[config.mk]
export PLATFORM = sky130hd
export DESIGN_NAME = uart_tx_arbiter
export DESIGN_NICKNAME = d
export VERILOG_FILES = /design/src/rtl/uart_arb_pkg.sv /design/src/rtl/rr_arbiter.sv /design/src/rtl/uart_tx_arbiter.sv
export SDC_FILE = /design/constraint.sdc
export NUM_CORES = 1
export LEC_CHECK = 0
export ABC_CLOCK_PERIOD_IN_PS = 3970
export CORE_ASPECT_RATIO = 1.4
export CORE_MARGIN = 5
export CORE_UTILIZATION = 43
export DETAILED_ROUTE_END_ITERATION = 6
export PLACE_DENSITY = 0.85
export SKIP_CTS_REPAIR_TIMING = 1
export SLEW_MARGIN = 20
export SYNTH_ARGS = -nofsm -noshare
export SYNTH_HDL_FRONTEND = slang
export SYNTH_SLANG_ARGS = --single-unit
[constraint.sdc]
create_clock -name clk -period 3.97 [get_ports clk]
set_input_delay 0.794 -clock clk [delete_from_list [all_inputs] [get_ports clk]]
set_output_delay 0.794 -clock clk [all_outputs]
set_load 0.1 [all_outputs]
[src/rtl/uart_arb_pkg.sv]
// Shared types and default sizing for the uart_tx_arbiter codebase slice.
package uart_arb_pkg;

    localparam int DEF_NUM_REQ = 4;
    localparam int DEF_DATA_W  = 8;

    typedef enum logic [1:0] {
        ST_IDLE      = 2'd0,
        ST_ISSUE     = 2'd1,
        ST_WAIT_BUSY = 2'd2,
        ST_WAIT_DONE = 2'd3
    } arb_state_t;

endpackage

[src/rtl/rr_arbiter.sv]
// Round-robin winner selection with its rotation pointer.
// With UART_ARB_PRIORITY_EN defined, requester 0 has absolute priority and 1..N-1 rotate.
module rr_arbiter
    import uart_arb_pkg::*;
#(
    parameter int  NUM_REQ = DEF_NUM_REQ,
    localparam int IDX_W   = $clog2(NUM_REQ)
) (
    input  logic               clk,
    input  logic               rst,
    input  logic [NUM_REQ-1:0] i_req,
    input  logic               i_advance,
    output logic [NUM_REQ-1:0] o_winner,
    output logic [IDX_W-1:0]   o_winner_idx,
    output logic               o_valid
);

    localparam logic [IDX_W:0]     NUM_REQ_W   = (IDX_W+1)'(NUM_REQ);
    localparam logic [NUM_REQ-1:0] ONE_HOT_LSB = NUM_REQ'(1);

    logic [IDX_W-1:0]   r_start;
    logic [NUM_REQ-1:0] w_req_rr;
    logic [IDX_W-1:0]   w_cand [NUM_REQ];
    logic [IDX_W-1:0]   w_rr_idx;
    logic               w_rr_found;
    logic [IDX_W-1:0]   w_idx;
    logic               w_valid;
    logic [IDX_W:0]     w_inc;
    logic [IDX_W-1:0]   w_next_start;

    // Candidate k is (start + k) mod NUM_REQ, computed without a divider.
    for (genvar k = 0; k < NUM_REQ; k++) begin : g_cand
        logic [IDX_W:0] w_sum;
        assign w_sum     = {1'b0, r_start} + (IDX_W+1)'(k);
        assign w_cand[k] = (w_sum >= NUM_REQ_W) ? IDX_W'(w_sum - NUM_REQ_W) : w_sum[IDX_W-1:0];
    end

`ifdef UART_ARB_PRIORITY_EN
    assign w_req_rr = i_req & ~ONE_HOT_LSB;
`else
    assign w_req_rr = i_req;
`endif

    // First requesting candidate in rotation order.
    always_comb begin
        w_rr_idx   = '0;
        w_rr_found = 1'b0;
        for (int k = 0; k < NUM_REQ; k++) begin
            if (!w_rr_found && w_req_rr[w_cand[k]]) begin
                w_rr_found = 1'b1;
                w_rr_idx   = w_cand[k];
            end else begin
                w_rr_found = w_rr_found;
            end
        end
    end

    // Final winner, applying the optional fixed priority of requester 0.
    always_comb begin
        w_idx   = w_rr_idx;
        w_valid = w_rr_found;
`ifdef UART_ARB_PRIORITY_EN
        if (i_req[0]) begin
            w_idx   = '0;
            w_valid = 1'b1;
        end else begin
            w_idx   = w_rr_idx;
            w_valid = w_rr_found;
        end
`endif
    end

    assign w_inc        = {1'b0, w_idx} + (IDX_W+1)'(1);
    assign w_next_start = (w_inc >= NUM_REQ_W) ? '0 : w_inc[IDX_W-1:0];

    // Rotation pointer: the search resumes just after the last rotating winner.
    always_ff @(posedge clk or posedge rst) begin
        if (rst) begin
            r_start <= '0;
`ifdef UART_ARB_PRIORITY_EN
        end else if (i_advance && w_valid && (w_idx != '0)) begin
`else
        end else if (i_advance && w_valid) begin
`endif
            r_start <= w_next_start;
        end else begin
            r_start <= r_start;
        end
    end

    assign o_winner     = w_valid ? (ONE_HOT_LSB << w_idx) : '0;
    assign o_winner_idx = w_idx;
    assign o_valid      = w_valid;

endmodule

[src/rtl/uart_tx_arbiter.sv]
// Shares one uart_tx between NUM_REQ requesters, one frame at a time.
// Optional feature: UART_ARB_PRIORITY_EN gives requester 0 absolute priority.
module uart_tx_arbiter
    import uart_arb_pkg::*;
#(
    parameter int NUM_REQ = DEF_NUM_REQ,
    parameter int DATA_W  = DEF_DATA_W
) (
    input  logic                        clk,
    input  logic                        rst,
    input  logic [NUM_REQ-1:0]          req,
    input  logic [NUM_REQ*DATA_W-1:0]   req_data,
    input  logic [NUM_REQ-1:0]          req_parity_en,
    input  logic [NUM_REQ-1:0]          req_even_parity,
    output logic [NUM_REQ-1:0]          grant,
    output logic [NUM_REQ-1:0]          done,
    output logic                        tx_start,
    output logic [DATA_W-1:0]           data_in,
    output logic                        parity_en,
    output logic                        even_parity,
    input  logic                        tx_busy,
    output logic [$clog2(NUM_REQ)-1:0]  owner,
    output logic                        arb_busy
);

    localparam int                 IDX_W       = $clog2(NUM_REQ);
    localparam logic [NUM_REQ-1:0] ONE_HOT_LSB = NUM_REQ'(1);

    arb_state_t         r_state;
    arb_state_t         w_next;
    logic               w_advance;
    logic               w_finish;
    logic [NUM_REQ-1:0] w_winner;
    logic [IDX_W-1:0]   w_win_idx;
    logic               w_win_valid;
    logic [DATA_W-1:0]  w_bytes [NUM_REQ];

    logic [NUM_REQ-1:0] r_grant;
    logic [NUM_REQ-1:0] r_done;
    logic               r_tx_start;
    logic [DATA_W-1:0]  r_data_in;
    logic               r_parity_en;
    logic               r_even_parity;
    logic [IDX_W-1:0]   r_owner;
    logic               r_arb_busy;

    for (genvar i = 0; i < NUM_REQ; i++) begin : g_bytes
        assign w_bytes[i] = req_data[i*DATA_W +: DATA_W];
    end

    rr_arbiter #(
        .NUM_REQ (NUM_REQ)
    ) u_rr (
        .clk          (clk),
        .rst          (rst),
        .i_req        (req),
        .i_advance    (w_advance),
        .o_winner     (w_winner),
        .o_winner_idx (w_win_idx),
        .o_valid      (w_win_valid)
    );

    // Frame state register.
    always_ff @(posedge clk or posedge rst) begin
        if (rst) begin
            r_state <= ST_IDLE;
        end else begin
            r_state <= w_next;
        end
    end

    // Next state plus the accept/finish strobes; only IDLE looks at requests.
    always_comb begin
        w_next    = r_state;
        w_advance = 1'b0;
        w_finish  = 1'b0;
        case (r_state)
            ST_IDLE: begin
                if (w_win_valid && !tx_busy) begin
                    w_next    = ST_ISSUE;
                    w_advance = 1'b1;
                end else begin
                    w_next = ST_IDLE;
                end
            end
            ST_ISSUE: begin
                w_next = ST_WAIT_BUSY;
            end
            ST_WAIT_BUSY: begin
                if (tx_busy) begin
                    w_next = ST_WAIT_DONE;
                end else begin
                    w_next = ST_WAIT_BUSY;
                end
            end
            ST_WAIT_DONE: begin
                if (!tx_busy) begin
                    w_next   = ST_IDLE;
                    w_finish = 1'b1;
                end else begin
                    w_next = ST_WAIT_DONE;
                end
            end
            default: begin
                w_next = ST_IDLE;
            end
        endcase
    end

    // Registered outputs; tx_start is the registered image of the ISSUE cycle,
    // so it trails grant by exactly one clock.
    always_ff @(posedge clk or posedge rst) begin
        if (rst) begin
            r_grant       <= '0;
            r_done        <= '0;
            r_tx_start    <= 1'b0;
            r_data_in     <= '0;
            r_parity_en   <= 1'b0;
            r_even_parity <= 1'b0;
            r_owner       <= '0;
            r_arb_busy    <= 1'b0;
        end else begin
            r_grant    <= w_advance ? w_winner : '0;
            r_done     <= w_finish ? (ONE_HOT_LSB << r_owner) : '0;
            r_tx_start <= (r_state == ST_ISSUE);
            r_arb_busy <= (w_next != ST_IDLE);
            if (w_advance) begin
                r_data_in     <= w_bytes[w_win_idx];
                r_parity_en   <= req_parity_en[w_win_idx];
                r_even_parity <= req_even_parity[w_win_idx];
                r_owner       <= w_win_idx;
            end else begin
                r_data_in     <= r_data_in;
                r_parity_en   <= r_parity_en;
                r_even_parity <= r_even_parity;
                r_owner       <= r_owner;
            end
        end
    end

    assign grant       = r_grant;
    assign done        = r_done;
    assign tx_start    = r_tx_start;
    assign data_in     = r_data_in;
    assign parity_en   = r_parity_en;
    assign even_parity = r_even_parity;
    assign owner       = r_owner;
    assign arb_busy    = r_arb_busy;

endmodule
==> impl_metrics.sql, run 1 <==
INSERT INTO impl_metrics (metric_group, metric, value, unit) VALUES
('floorplanning', 'die-width', '58.21', 'um'),
('setup_path', 'critical_path.endpoint_type', 'flip-flop', ''),
('synth', 'most_common_flop_cell_mapped_by_yosys', 'dfrtp_1', ''),
('clock_tree', 'numClockSinks', '26', ''),
('hold_path', 'timing.hold.worst.class', 'flip-flop to flip-flop', ''),
('clock_tree', 'cts_tree', 'done', ''),
('synth', 'synthesized_area_per_cell', '10.76', 'um^2'),
('synth', 'ys_seq_elements', '26', ''),
('power_and_ir_drop', 'power_per_cell_area', '777.2', 'nW/um^2'),
('sta', 'whs', '0.5127', 'ns'),
('route', 'drt_drc_violations_left', '0', ''),
('global_routing', 'gr-usage-all-layers', '0.1712', ''),
('clock_tree', 'insertion_delay', '0.27', 'ns'),
('sta', 'finalClockSkew', '0.001899', 'ns'),
('sta', 'final.setup.worst_slack', '1.236', 'ns'),
('final_layout', 'diodes', '0', ''),
('final_layout', 'synth_to_layout_area_growth', '53.40', '%'),
('synth', 'postSynth.asyncResetShare', '1.000', ''),
('clock_tree', 'ctsHtreeMaxLevel', '1', ''),
('clock_tree', 'root_buffer', 'clkbuf_8', ''),
('sta', 'slew_viol_final', '0', ''),
('route', 'detailedRoute.firstIterationViolations', '26', ''),
('sta', 'rsz0062_at_grt', 'no', ''),
('power_and_ir_drop', 'ir_worst_vdd', '0.0006899', 'V'),
('synth', 'yosysSeqAreaShare', '0.4651', ''),
('sta', 'worst_slew_pin_slew', '0.9914', 'ns'),
('sta', 'fmax', '365.8', 'MHz'),
('route', 'average_wire_per_cell_in_the_routed_design', '16.13', 'um'),
('global_routing', 'grt_pass1_wl', '5934', 'um'),
('power_and_ir_drop', 'static_leakage', '0.9550', 'nW'),
('synth', 'synth-warning-count', '0', ''),
('route', 'num_vias', '1234', ''),
('placed_design', 'post-place-ws', '0.9450', 'ns'),
('placed_design', 'routabilityCongestion', '0.8182', ''),
('clock_tree', 'cts_buffers', '3', ''),
('floorplanning', 'core.rowCount', '24', ''),
('floorplanning', 'initial_core_util', '0.4479', ''),
('route', 'drt.antenna.violating_nets', '0', ''),
('placed_design', 'dp_hpwl', '2921', 'um'),
('floorplanning', 'die-area', '4510', 'um^2'),
('sta', 'timing.final.crit_share', '0.6886', ''),
('route', 'avgViaCountPerCell', '5.319', ''),
('floorplanning', 'fp.dieH', '77.49', 'um'),
('clock_tree', 'clockBufferDepth', '2', ''),
('sta', 'final-setup-viol-count', '0', ''),
('final_layout', 'finalNetCount', '242', ''),
('sta', 'relSlewSlack', '0.3370', ''),
('setup_path', 'required', '4.14', 'ns'),
('synth', 'net_count_synth', '178', ''),
('synth', 'synth_area', '1399', 'um^2'),
('sta', 'finalSetupTns', '0', 'ns'),
('placed_design', 'numPlacedInstances', '228', ''),
('setup_path', 'critical_path.startpoint_type', 'primary input', ''),
('floorplanning', 'top_level_ports', '69', ''),
('run_status', 'run_status', 'complete, no violations', ''),
('global_routing', 'overflow', '0', ''),
('floorplanning', 'design.core.area', '3123', 'um^2'),
('final_layout', 'finish.cell_count_without_fillers', '232', ''),
('global_routing', 'grt_max_degree', '27', ''),
('setup_path', 'path_class', 'primary input to flip-flop', ''),
('sta', 'post-route-min-period', '2.734', 'ns'),
('power_and_ir_drop', 'total_power', '1.668', 'mW'),
('final_layout', 'fraction_of_final_layout_cells_sized_beyond_drive_strength_1', '0.1088', ''),
('setup_path', 'crit_fanout', '11', ''),
('sta', 'finalHoldViolCount', '0', ''),
('route', 'detailed_routing_iteration_count_for_the_pre_antenna_repair_pass', '4', ''),
('clock_tree', 'path_clk_slew', '0.09', 'ns'),
('synth', 'synth_edf_count', '0', ''),
('job', 'max-cap-violations', '0', ''),
('route', 'drt_wl_total', '3742', 'um'),
('placed_design', 'place.port_buffers', '68', ''),
('global_routing', 'grt_pass1_vias', '1312', ''),
('synth', 'yosysUniqueCellTypes', '34', ''),
('global_routing', 'grt_antenna_before_repair', '0', ''),
('setup_path', 'critPathArrivalTime', '2.90', 'ns'),
('synth', 'synthCells', '130', '');
## layer usage
| layer | track usage | share of wire | vias up |
|---|---|---|---|
| met2 | 0.3167 | 0.54 | 67 |
| met4 | 0.07193 | 0.015 | 0 |
| li1 | - | - | 591 |
| met5 | 0 | 0 | - |
| met3 | 0.03987 | 0.087 | 4 |
| met1 | 0.1791 | 0.35 | 572 |
## cells by family after synthesis
logic type | synth area share
multiplexers | 0.08229
AND/OR/NAND/NOR | 0.1038
buffers and inverters | 0.08854
flip-flops | 0.4651
AO/OA/AOI/OAI | 0.2513
adder cells (fa/ha/maj) | 0.008943
## stage by stage
| step | util | instance area (um^2) |
|---|---|---|
| 2_1_floorplan | - | 1399 |
| 3_3_place_gp | 0.6631 | 2071 |
| 3_5_place_dp | 0.6643 | 2074 |
| 4_1_cts | 0.6871 | 2146 |
| 5_1_grt | 0.6871 | 2146 |
| 6_report | 0.6871 | 2146 |
## critical path, stage by stage
cell	delay (ns)
clkdlybuf4s50_1	0.54
mux2_4	0.34
o221ai_2	0.64
inv_1	0.15
ha_1	0.33
nand2_1	0.06
nand2_1	0.04
## power breakdown
| part | internal (mW) | total, mW | switching [mW] |
|---|---|---|---|
| Sequential | 0.354 | 0.433 | 0.0790 |
| Combinational | 0.290 | 1.01 | 0.724 |
| Clock | 0.135 | 0.220 | 0.0853 |
## placed cells by master (no fill, tap or decap), types with 2 or more instances in the layout
master and n:
clkbuf_8 3, nand2b_1 2, nand2_1 12, o221ai_2 11, inv_1 16, a21boi_0 2, clkdlybuf4s50_1 68, mux2i_1 10
a21oi_1 3, nor2_1 5, dfrtp_1 26, a22oi_1 10, nor2b_1 2, o21ai_0 4
## cell type report
class	count	area [um^2]
tap	39	48.80
timing repair buffer	68	680.7
fill	244	977.2
sequential	26	650.6
multi-input combinational	79	634.4
inverter	16	60.06
clock buffer	3	41.29
clock inverter	1	30.03
## synth_stat cells (2+ instances only)
master	count	area share
dfrtp_1	26	0.47
inv_1	16	0.043
nand2_1	12	0.032
a22oi_1	10	0.054
mux2i_1	10	0.072
o221ai_2	10	0.11
nor2_1	5	0.013
o21ai_0	5	0.018
a21oi_1	3	0.011
buf_4	3	0.016
a21boi_0	2	0.011
buf_2	2	0.0072
buf_6	2	0.016
nand2b_1	2	0.0089
nor2b_1	2	0.0089
o221ai_1	2	0.013
## registers in the layout (all words and copies together) (netlist names)
| register | flops |
|---|---|
| arb_busy | 1 |
| u_rr.r_start | 2 |
| r_state | 2 |
| data_in | 8 |
| done | 4 |
| even_parity | 1 |
| grant | 4 |
| owner | 2 |
| parity_en | 1 |
| tx_start | 1 |
## worst paths after layout
| check | from | endpoint | slack (ns) | cells after the start |
|---|---|---|---|---|
| min reg2reg | owner[1]$_DFFE_PP0P_ | done[1]$_DFF_PP0_ | 0.51 | 1 |
| min in group asynchronous | rst | data_in[0]$_DFFE_PP0P_ | 1.03 | 2 |
| max reg2reg | u_rr.r_start[1]$_DFFE_PP0P_ | u_rr.r_start[1]$_DFFE_PP0P_ | 1.75 | 6 |
| max in group asynchronous | rst | arb_busy$_DFF_PP0_ | 2.35 | 2 |
| min | owner[1]$_DFFE_PP0P_ | done[1]$_DFF_PP0_ | 0.51 | 1 |
| max | req[1] | u_rr.r_start[1]$_DFFE_PP0P_ | 1.24 | 7 |
Note: power is estimated with default switching activity, not from simulation.
==> run 2: changes to the inputs <==
- ABC_CLOCK_PERIOD_IN_PS: 3970 -> 2500
- CORE_UTILIZATION: 43 -> 36
- PLACE_DENSITY: 0.85 -> 0.76
- clock period: 3.97 -> 2.5 ns (I/O delays scaled with it)
==> run 2 against run 1 <==
Against the previous run: via count is 5.5% higher; clock-buffer cell count stayed put; final cell count is 4.7% higher; non-clock buffer count is 8 higher; critical path depth is 1 lower; sequential share of layout area hardly changed; cell area hardly changed; wire length is 0.56% lower; sequential cell count stayed put; clock power is 57% higher; die area is 16% higher; critical path type unchanged; highest routed layer unchanged.
==> impl_metrics.sql, run 2 (synthesis results as in run 1) <==
INSERT INTO impl_metrics (metric_group, metric, value, unit) VALUES
('run_status', 'run_status', 'complete, no violations', ''),
('global_routing', 'grt_antenna_before_repair', '0', ''),
('final_layout', 'flip_flop_count_of_the_largest_register_after_layout', '8', ''),
('setup_path', 'path_cells', 'clkdlybuf4s50_1 > mux2_4 > o221ai_2 > buf_4 > mux2i_1 > o221ai_2', ''),
('setup_path', 'worstReg2RegStart', 'u_rr.r_start[1]$_DFFE_PP0P_', ''),
('clock_tree', 'root_buffer', 'clkbuf_8', ''),
('setup_path', 'setup.worst_path.start', 'req[1]', ''),
('clock_tree', 'path_clk_slew', '0.09', 'ns'),
('route', 'drt_drc_violations_left', '0', ''),
('route', 'avgViaCountPerCell', '5.358', ''),
('setup_path', 'crit_fanout', '10', ''),
('sta', 'final.setup.worst_slack', '0.4656', 'ns'),
('placed_design', 'place.port_buffers', '68', ''),
('route', 'detailedRoute.firstIterationViolations', '20', ''),
('sta', 'finalSetupTns', '0', 'ns'),
('final_layout', 'filler_cell_count', '322', ''),
('sta', 'timing.final.crit_share', '0.8137', ''),
('global_routing', 'gr-usage-all-layers', '0.1473', ''),
('route', 'drt.antenna.violating_nets', '0', ''),
('final_layout', 'most-common-layout-cells', 'clkdlybuf4s50_1, buf_4, dfrtp_1', ''),
('clock_tree', 'cts_buffers', '3', ''),
('final_layout', 'finish.cell_count_without_fillers', '243', ''),
('route', 'num_vias', '1302', ''),
('clock_tree', 'insertion_delay', '0.27', 'ns'),
('setup_path', 'path_class', 'primary input to flip-flop', ''),
('sta', 'whs', '0.5156', 'ns'),
('clock_tree', 'clockBufferDepth', '2', ''),
('clock_tree', 'numClockSinks', '26', ''),
('sta', 'relSlewSlack', '0.7196', ''),
('route', 'drt_wl_total', '3721', 'um'),
('global_routing', 'grt_pass1_vias', '1474', ''),
('route', 'average_wire_per_cell_in_the_routed_design', '15.31', 'um'),
('sta', 'rsz0062_at_grt', 'no', ''),
('sta', 'finalHoldViolCount', '0', ''),
('global_routing', 'overflow', '0', ''),
('route', 'detailed_routing_iteration_count_for_the_pre_antenna_repair_pass', '4', ''),
('clock_tree', 'ctsHtreeMaxLevel', '1', ''),
('final_layout', 'synth_to_layout_area_growth', '53.31', '%'),
('setup_path', 'critPathArrivalTime', '2.17', 'ns'),
('sta', 'final-setup-viol-count', '0', ''),
('setup_path', 'flop2flop_setup_slack', '0.67', 'ns'),
('floorplanning', 'design.core.area', '3709', 'um^2'),
('setup_path', 'critical_path.endpoint_type', 'flip-flop', ''),
('setup_path', 'required', '2.64', 'ns'),
('floorplanning', 'fp.dieH', '83.76', 'um'),
('global_routing', 'grt_pass1_wl', '6403', 'um'),
('placed_design', 'dp_hpwl', '3045', 'um'),
('global_routing', 'grt_max_degree', '27', ''),
('hold_path', 'timing.hold.worst.class', 'flip-flop to flip-flop', ''),
('power_and_ir_drop', 'static_leakage', '1.025', 'nW'),
('sta', 'fmax', '491.6', 'MHz'),
('setup_path', 'critical_path.startpoint_type', 'primary input', ''),
('setup_path', 'r2r-end', 'data_in[7]$_DFFE_PP0P_', ''),
('floorplanning', 'core.rowCount', '26', ''),
('final_layout', 'finalNetCount', '250', ''),
('setup_path', 'critical-path-max-stage-delay', '0.54', 'ns'),
('placed_design', 'routabilityCongestion', '0.7509', ''),
('final_layout', 'mostFrequentLayoutCell', 'clkdlybuf4s50_1', ''),
('power_and_ir_drop', 'ir_worst_vdd', '0.0007855', 'V'),
('floorplanning', 'die-width', '62.68', 'um'),
('final_layout', 'diodes', '0', ''),
('sta', 'worst_slew_pin_slew', '0.4168', 'ns'),
('floorplanning', 'initial_core_util', '0.3772', ''),
('sta', 'slew_viol_final', '0', ''),
('setup_path', 'path_common_cell', 'o221ai_2', ''),
('sta', 'finalClockSkew', '0.0009841', 'ns'),
('setup_path', 'timing.reg2reg.worst_path_depth', '5', ''),
('final_layout', 'fraction_of_final_layout_cells_sized_beyond_drive_strength_1', '0.2438', ''),
('floorplanning', 'top_level_ports', '69', ''),
('sta', 'post-route-min-period', '2.034', 'ns'),
('clock_tree', 'cts_tree', 'done', ''),
('placed_design', 'post-place-ws', '0.1757', 'ns'),
('job', 'max-cap-violations', '0', ''),
('power_and_ir_drop', 'power_per_cell_area', '1224', 'nW/um^2'),
('setup_path', 'worst_path_max_delay_cell', 'clkdlybuf4s50_1', ''),
('floorplanning', 'die-area', '5250', 'um^2'),
('placed_design', 'numPlacedInstances', '239', ''),
('setup_path', 'crit_path_end', 'data_in[7]$_DFFE_PP0P_', '');
-- run 2: final cells by class --
cell class	instances	area [um^2]	area share
Clock buffer	3	41.29	0.01925
Inverter	16	60.06	0.02800
Tap cell	42	52.55	0.02450
Clock inverter	1	30.03	0.01400
Timing Repair Buffer	76	685.7	0.3197
Sequential cell	26	650.6	0.3034
Multi-Input combinational cell	79	624.3	0.2911
-- run 2: where the power goes --
| group | internal [mW] | switching (mW) |
|---|---|---|
| Combinational | 0.439 | 1.15 |
| Sequential | 0.562 | 0.131 |
| Clock | 0.214 | 0.131 |
| Total | 1.22 | 1.41 |
-- run 2: worst min path at each step --
| stage | to | cells after the start | start |
|---|---|---|---|
| 2_1_floorplan | tx_start$_DFF_PP0_ | 1 | r_state[1]$_DFF_PP0_ |
| 3_3_place_gp | done[1]$_DFF_PP0_ | 1 | owner[1]$_DFFE_PP0P_ |
| 3_5_place_dp | tx_start$_DFF_PP0_ | 1 | r_state[1]$_DFF_PP0_ |
| 4_1_cts | tx_start$_DFF_PP0_ | 1 | r_state[1]$_DFF_PP0_ |
| 5_1_grt | tx_start$_DFF_PP0_ | 1 | r_state[1]$_DFF_PP0_ |
| 6_report | tx_start$_DFF_PP0_ | 1 | r_state[1]$_DFF_PP0_ |
-- run 2: per-layer routing --
metal	vias up	routed length, um	global-route usage
met3	6	334	0.04582
met4	0	53	0.06371
met2	65	1899	0.2547
li1	605	-	-
met1	626	1434	0.1631
met5	-	0	0
-- run 2: metrics by stage --
stage,util,total power [mW],area [um^2]
after detailed placement,0.5590,2.288,2073
after global placement,0.5590,2.254,2073
after floorplan,-,1.918,1399
final,0.5783,2.625,2145
after global routing,0.5783,2.751,2145
after CTS,0.5783,2.635,2145
-- run 2: worst max-delay path, delay by kind of cell --
kind	cells	cell delay (ns)
AO/OA/AOI/OAI	2	0.30
multiplexers	2	0.59
buffers and inverters	2	0.79
